<file path="config.mk">
export PLATFORM = sky130hd
export DESIGN_NAME = toy_fetch_realign_buf
export DESIGN_NICKNAME = d
export VERILOG_FILES = /design/src/rtl/toy_fetch_realign_buf.sv
export SDC_FILE = /design/constraint.sdc
export NUM_CORES = 1
export LEC_CHECK = 0
export CORE_MARGIN = 2
export CORE_UTILIZATION = 55
export DETAILED_ROUTE_END_ITERATION = 8
export PLACE_DENSITY = 0.71
export SLEW_MARGIN = 10
export SYNTH_ARGS = -nofsm -noshare
export SYNTH_HDL_FRONTEND = slang
export SYNTH_SLANG_ARGS = --single-unit
</file>
<file path="constraint.sdc">
create_clock -name clk -period 6.25 [get_ports clk]
set_input_delay 0.625 -clock clk [delete_from_list [all_inputs] [get_ports clk]]
set_output_delay 0.625 -clock clk [all_outputs]
set_load 0.05 [all_outputs]
</file>
<file path="src/rtl/toy_fetch_realign_buf.sv">
// -----------------------------------------------------------------------------
// toy_fetch_realign_buf
//
// Instruction realignment buffer. 32-bit memory words are stored in a circular
// word array. The read side walks the same array in half-word steps and
// presents one instruction per handshake:
//   - a 16-bit compressed instruction, zero-extended, or
//   - a full 32-bit instruction, which may straddle two word slots.
//
// The write pointer counts words and the read pointer counts half-words. Both
// carry one extra wrap bit, so the fill level is a plain modular subtraction.
//
// A redirect (clear) empties the buffer. When the redirect target is half-word
// aligned (PC[1]=1), the lower half of the first word after the flush is
// skipped by starting the read pointer at half 1.
// -----------------------------------------------------------------------------
module toy_fetch_realign_buf #(
    parameter  int DEPTH = 32,
    localparam int AW    = $clog2(DEPTH)
) (
    input  logic          clk,
    input  logic          rst_n,
    input  logic          clear,
    input  logic          clear_mis_align,
    input  logic          req_vld,
    output logic          req_rdy,
    input  logic [31:0]   req_pld,
    output logic          ack_vld,
    input  logic          ack_rdy,
    output logic [31:0]   ack_pld,
    output logic          ack_is_rvc,
    output logic [AW:0]   word_cnt
);

    // Sized constants keep every pointer operation at its own width.
    localparam logic [AW:0]   WPTR_ONE = (AW+1)'(1);
    localparam logic [AW:0]   FULL_CNT = (AW+1)'(DEPTH);
    localparam logic [AW+1:0] HALF_ONE = (AW+2)'(1);
    localparam logic [AW+1:0] HALF_TWO = (AW+2)'(2);

    // -------------------------------------------------------------------------
    // Helper functions
    // -------------------------------------------------------------------------

    // Select a half-word of a little-endian word: 0 -> bits[15:0], 1 -> [31:16].
    function automatic logic [15:0] half_of(input logic [31:0] word,
                                            input logic        sel);
        return sel ? word[31:16] : word[15:0];
    endfunction

    // A half-word starts a compressed instruction unless its low two bits are 11.
    function automatic logic is_compressed(input logic [15:0] half);
        return (half[1:0] != 2'b11);
    endfunction

    // -------------------------------------------------------------------------
    // State
    // -------------------------------------------------------------------------
    logic [31:0]   mem_q [DEPTH];

    logic [AW:0]   wptr_q, wptr_d;          // word units, one wrap bit
    logic [AW+1:0] rptr_q, rptr_d;          // half-word units, one wrap bit
    logic          pending_skip_q, pending_skip_d;

    // -------------------------------------------------------------------------
    // Derived occupancy
    // -------------------------------------------------------------------------
    logic [AW+1:0] half_avail;
    logic [AW:0]   words_held;

    // Both subtractions rely on natural wrap of the full pointer widths.
    always_comb begin
        words_held = wptr_q - rptr_q[AW+1:1];
        half_avail = {wptr_q, 1'b0} - rptr_q;
    end

    assign word_cnt = words_held;

    // -------------------------------------------------------------------------
    // Head decode
    // -------------------------------------------------------------------------
    logic [AW+1:0] rptr_nxt_half;
    logic [15:0]   head_h0;
    logic [15:0]   head_h1;
    logic          head_rvc;
    logic          head_vld;

    // Read the two half-words at the head; the second may sit in the next
    // slot, and its slot index wraps with the pointer.
    always_comb begin
        rptr_nxt_half = rptr_q + HALF_ONE;
        head_h0       = half_of(mem_q[rptr_q[AW:1]],        rptr_q[0]);
        head_h1       = half_of(mem_q[rptr_nxt_half[AW:1]], rptr_nxt_half[0]);
        head_rvc      = is_compressed(head_h0);
        head_vld      = (half_avail != '0) &&
                        (head_rvc || (half_avail >= HALF_TWO));
    end

    // Present the head instruction; payload is forced to zero while nothing is
    // valid so that unwritten storage never leaks onto the port.
    always_comb begin
        ack_vld    = head_vld;
        ack_is_rvc = head_vld && head_rvc;
        ack_pld    = '0;
        if (head_vld) begin
            ack_pld = head_rvc ? {16'h0000, head_h0} : {head_h1, head_h0};
        end
    end

    // -------------------------------------------------------------------------
    // Handshakes
    // -------------------------------------------------------------------------
    logic push;
    logic pop;

    // Ready comes only from registered state and clear, so a full buffer does
    // not accept a word even if a pop happens in the same cycle.
    always_comb begin
        req_rdy = (words_held != FULL_CNT) && !clear;
        push    = req_vld && req_rdy;
        pop     = head_vld && ack_rdy && !clear;
    end

    // -------------------------------------------------------------------------
    // Pointer next-state
    // -------------------------------------------------------------------------

    // Clear dominates; otherwise push and pop apply independently. The first
    // word after a misaligned redirect lands in slot 0 and the read pointer
    // jumps over its lower half.
    always_comb begin
        wptr_d         = wptr_q;
        rptr_d         = rptr_q;
        pending_skip_d = pending_skip_q;

        if (clear) begin
            wptr_d         = '0;
            rptr_d         = '0;
            pending_skip_d = clear_mis_align;
        end else begin
            if (push) begin
                wptr_d = wptr_q + WPTR_ONE;
            end
            if (pop) begin
                rptr_d = rptr_q + (head_rvc ? HALF_ONE : HALF_TWO);
            end
            if (push && pending_skip_q) begin
                rptr_d         = HALF_ONE;
                pending_skip_d = 1'b0;
            end
        end
    end

    // -------------------------------------------------------------------------
    // Registers
    // -------------------------------------------------------------------------

    // Control state: asynchronous active-low reset.
    always_ff @(posedge clk or negedge rst_n) begin
        if (!rst_n) begin
            wptr_q         <= '0;
            rptr_q         <= '0;
            pending_skip_q <= 1'b0;
        end else begin
            wptr_q         <= wptr_d;
            rptr_q         <= rptr_d;
            pending_skip_q <= pending_skip_d;
        end
    end

    // Word storage: written on an accepted push, never reset.
    always_ff @(posedge clk) begin
        if (push) begin
            mem_q[wptr_q[AW-1:0]] <= req_pld;
        end
    end

endmodule

</file>
* Word-level counts from Yosys, hierarchy flattened
Memories as Yosys holds them, arrays and structs flattened.
Cells that the tools add are included.
** Word-level totals
- Register bits :: 14
- RAM bits :: 1024
- Input bits :: 38
- Output and inout port bits :: 41
- Word-level logic and storage cells :: 39
- Memories :: 1
** Cells by class
- Add/sub/neg operators :: 5
- Magnitude comparators :: 1
- Eq/ne operators :: 2
- Multiplexer cells :: 14
- Reduce and logical (&&, ||, !) cells :: 13
** Memory list
- mem_q :: depth 32, width 32, rd ports 2, clocked after memory_dff 0, wr ports 1, line 59 : logic [31:0] mem_q [DEPTH];
** Operator list (number)
- $mux W32 :: 2
- $mux W16 :: 2
- $mux W7 :: 3
- $add A6 B1 Y6 const B :: 2
- $mux W6 :: 2
- $add A7 B2 Y7 :: 1
- $ge A7 B2 Y1 const B :: 1
- $logic_and A1 B1 Y1 :: 7
- $reduce_bool A7 Y1 :: 1
- $sub A7 B7 Y7 :: 1
- $ne A6 B6 Y1 const B :: 1
- $sub A6 B6 Y6 :: 1
- $mux W1 :: 4
- $reduce_bool A2 Y1 :: 2
- $reduce_bool A3 Y1 :: 1
- $mux W2 :: 1
- $ne A2 B2 Y1 const B :: 1
- $logic_not A1 Y1 :: 1
- $logic_or A1 B1 Y1 :: 1

* Longest topological paths before layout
An unclocked memory read counts as a cell.
- Depth in word-level cells :: 10
- Gate-level depth with buffers :: 16

* Worst setup path after synthesis
Ideal clock, no wire load.
- Path type :: register -> register
- From :: register rptr_q[3]
- To :: memory mem_q[30][0], enable pin
- Arrival :: 5.340 ns
- Data required time :: 5.829 ns
- Setup slack :: 0.489 ns
- Cell stages (with the launch flop) :: 13
- Buffers on the path :: 4
- Period minus slack after synthesis :: 5.761 ns
- Cells stage by stage :: dfrtp_1 -> clkbuf_8 -> inv_2 -> buf_1 -> clkbuf_1 -> ha_1 -> clkbuf_1 -> a21o_1 -> xnor2_1 -> o41ai_1 -> nor2_1 -> nand2_1 -> nor2_1
** On the way
- Word-level cells in the longest chain between the ends :: 6
** RTL lines
- start: declaration :: line 62 : logic [AW+1:0] rptr_q, rptr_d;
- start signal: assignment :: line 166 : rptr_q <= rptr_d;
- $sub A6 B6 Y6 :: line 73 : words_held = wptr_q - rptr_q[AW+1:1];
- via word_cnt[3] :: line 32 : output logic [AW:0] word_cnt
- $ne A6 B6 Y1 :: line 119 : req_rdy = (words_held != FULL_CNT) && !clear;
- $logic_and A1 B1 Y1 :: line 119
- $logic_and A1 B1 Y1 :: line 120 : push = req_vld && req_rdy;
- $mux W1 :: line 173 : if (push) begin
- $mux W1 (implied by the code) :: line 174 : mem_q[wptr_q[AW-1:0]] <= req_pld;
- end: declaration :: line 59
The timed path passes the listed nets, and every way through them passes these cells.

* Worst setup path in the final report
- From :: register rptr_q[1]
- To :: output port ack_pld[31]
** On the way
- Word-level cells in the longest chain between the ends :: 6
** RTL lines
- parallel branches: the longest is 5 deep, another holds $mem_v2 Z32 W32
- $mux W32 (*) :: line 105 : if (head_vld) begin
- end: declaration :: line 30 : output logic [31:0] ack_pld,
Mark *: on every way between the ends.

==> results.sh <==
export IMPL_core_area_mm2=0.0881
export IMPL_maxCapViolations=0
export IMPL_clkTransAtPathRegs_ns=0.06
export IMPL_drive_gt1_share_pct=39.0
export IMPL_netlist_area_mm2=0.0488
export IMPL_grt_pass1_vias=27400
export IMPL_start_kind="register"
export IMPL_area_delta_synth_final_pct=12.3
export IMPL_irDropWorstVdd_uv=509
export IMPL_layout_nets=2433
export IMPL_relSlewSlack_pct=17.1
export IMPL_grt_usage_pct=30.7
export IMPL_cp_arrival_ns=5.42
export IMPL_end_kind="output port"
export IMPL_setup_ws_ns=0.205
export IMPL_place_congestion=0.839
export IMPL_period_minus_slack_ns=6.04
export IMPL_ys_seq_area_share_pct=63.7
export IMPL_drtIter0Drc=3477
export IMPL_p_total_w=0.0192
export IMPL_htree_levels=3
export IMPL_min_path_type="in2async"
export IMPL_dp_hpwl_um=78500
export IMPL_cts_hold_repair_buffers=0
export IMPL_ys_ff_latch=1038
export IMPL_fin_util_pct=62.2
export IMPL_layout_commonest_cell="edfxtp_1"
export IMPL_cts_sinks=1038
export IMPL_preCtsSetupSlack_ns=0.781
export IMPL_routed_wl_um=137000
export IMPL_vias_per_cell=7.32
export IMPL_grt_overflow=0
export IMPL_swShare_pct=29.6
export IMPL_fin_cells=3631
export IMPL_avgRoutedWirePerCell_um=37.6
export IMPL_ctsLongestPathBuffers=3
export IMPL_antenna_found_initial=8
export IMPL_avgSynthCellArea_um2=21.7
export IMPL_worstPathMaxFanout=35
export IMPL_async_flop_share_pct=1.35
export IMPL_switching_power_w=0.00569
export IMPL_yosysWarnings=0
export IMPL_grt_setup_unrepaired="no"
export IMPL_ant_nets=0
export IMPL_grt_max_degree=112
export IMPL_fillCellCount=6005
export IMPL_slew_viol_final=0
export IMPL_yosysUniqueCellTypes=74
export IMPL_layout_worst_path_cycle_share_pct=96.7
export IMPL_crit_required_ns=5.62
export IMPL_pin_count=79
export IMPL_power_frac_comb_pct=28.1
export IMPL_worst_pin_slew_ns=1.24
export IMPL_power_share_sequential_pct=40.5
export IMPL_vias=26600
export IMPL_clk_latency_ns=0.69
export IMPL_netlist_instances=2253
export IMPL_syn_nets=2309
export IMPL_cts_tree="yes"
export IMPL_final_hold_violation_count=0
export IMPL_initial_utilization_pct=55.4
export IMPL_power_density_mw_per_mm2=351
export IMPL_setup_viol=0
export IMPL_die_x_um=302
export IMPL_die_area_mm2=0.0911
export IMPL_row_count=109
export IMPL_drc=0
export IMPL_root_buffer="clkbuf_16"
export IMPL_dominantRegCellSynth="edfxtp_1"
export IMPL_io_buffers=78
export IMPL_p_leak_nw=16.7
export IMPL_setup_tns_ns=0
export IMPL_outcome="finished clean"
export IMPL_grt_pass1_wl_um=196000
export IMPL_synth_edff_count=1024
export IMPL_power_internal_w=0.0135
export IMPL_most_common_layout_cells="edfxtp_1, mux4_2, clkbuf_16"
export IMPL_skew_ns=0.0281
export IMPL_placedCellCount=3429
export IMPL_power_frac_clock_pct=31.4
export IMPL_firstDrtPassIters=7
export IMPL_die_h_um=302
export IMPL_max_freq_ghz=0.165
export IMPL_critPathKind="reg2out"
export IMPL_cts_buffers=108
[state kept, by name, summed over array words and instances (netlist names)]
register        count
mem_q            1024
rptr_q              7
wptr_q              6
pending_skip_q      1
[metrics by stage]
| stage | hold slack, ns | cell area [um2] |
|---|---|---|
| after CTS | 0.330 | 54800 |
| after floorplan | 0.329 | 48800 |
| final | 0.344 | 54800 |
| after global routing | 0.376 | 54800 |
| after global placement | 0.536 | 51500 |
| after detailed placement | 0.538 | 51500 |
[layout make-up]
class / instances / area (um2) / area share (%)
clock inverter: 67 / 428 / 0.781
inverter: 25 / 96.3 / 0.176
multi-input combinational: 1018 / 17000 / 31.1
clock buffer: 130 / 2830 / 5.16
antenna: 2 / 5.00 / 0.00913
tap: 1165 / 1460 / 2.66
sequential: 1038 / 31100 / 56.8
timing repair buffer: 186 / 1850 / 3.37
[cells by family after synthesis]
family	Yosys count	synth area share (%)
flip-flops	1038	63.7
multiplexers	667	29.7
buffers and inverters	197	2.08
AND/OR/NAND/NOR	196	1.97
AO/OA/AOI/OAI	121	1.74
adder cells (fa/ha/maj)	18	0.508
XOR/XNOR	16	0.318
[what timing repair did]
action	CTS	global route
gates resized for setup	0	1
setup endpoints to repair	0	7
buffers inserted	0	3
[cell usage after synthesis (4+ instances only)]
master	n	share of area, %
a211oi_1	26	0.40
a21o_1	5	0.077
a21oi_1	32	0.33
a31oi_1	4	0.051
and3_1	5	0.064
buf_1	13	0.10
buf_2	61	0.63
buf_4	7	0.11
buf_6	11	0.25
clkbuf_1	71	0.55
clkbuf_8	6	0.17
dfrtp_1	14	0.72
edfxtp_1	1024	63
ha_1	15	0.38
inv_1	21	0.16
mux2_2	7	0.16
mux2i_1	39	0.80
mux4_1	7	0.38
mux4_2	614	28
nand2_1	61	0.47
nand2b_1	4	0.051
nand3_1	14	0.14
nand3b_1	4	0.062
nor2_1	53	0.41
nor2b_1	29	0.37
o21ai_0	10	0.10
o22ai_1	4	0.051
o31ai_1	4	0.062
xnor2_1	8	0.14
xor2_1	6	0.11
[worst max-delay path: stages, from the launching register on]
cell	delay [ns]
dfrtp_4	0.72
ha_4	0.89
buf_4	0.42
mux4_2	0.54
mux4_2	0.54
nand2_1	0.13
nand2_1	0.07
o21ai_0	0.34
a21oi_1	0.20
clkdlybuf4s50_1	0.79
[worst paths after layout]
| check | from | end | slack (ns) | cells past startpoint |
|---|---|---|---|---|
| hold / removal | rst_n | wptr_q[5] | 0.34 | 1 |
| hold reg to reg | pending_skip_q | rptr_q[0] | 0.54 | 2 |
| setup reg to reg | rptr_q[4] | mem_q[23][27] | 1.10 | 10 |
| min in group clk | req_pld[7] | mem_q[8][7] | 0.51 | 1 |
| setup / recovery | rptr_q[1] | ack_pld[31] | 0.21 | 9 |
| max in group asynchronous | rst_n | rptr_q[2] | 5.41 | 1 |
[metal layers]
| layer | track usage (%) | wire length (um) | vias up |
|---|---|---|---|
| met5 | 0 | 39 | - |
| li1 | - | - | 10200 |
| met3 | 6.60 | 14600 | 290 |
| met1 | 43.3 | 50700 | 14300 |
| met2 | 48.8 | 66700 | 1735 |
| met4 | 9.74 | 4550 | 6 |
[power groups by stage]
stage / Clock [W] / Combinational (W) / Sequential (W)
global route: 0.00635 / 0.00566 / 0.00779
finish: 0.00603 / 0.00540 / 0.00779
detailed placement: 0 / 0.00535 / 0.00793
floorplan: 0 / 0.00381 / 0.00789
CTS: 0.00609 / 0.00538 / 0.00779
global placement: 0 / 0.00530 / 0.00793
Note: power is estimated with default switching activity, not from simulation.
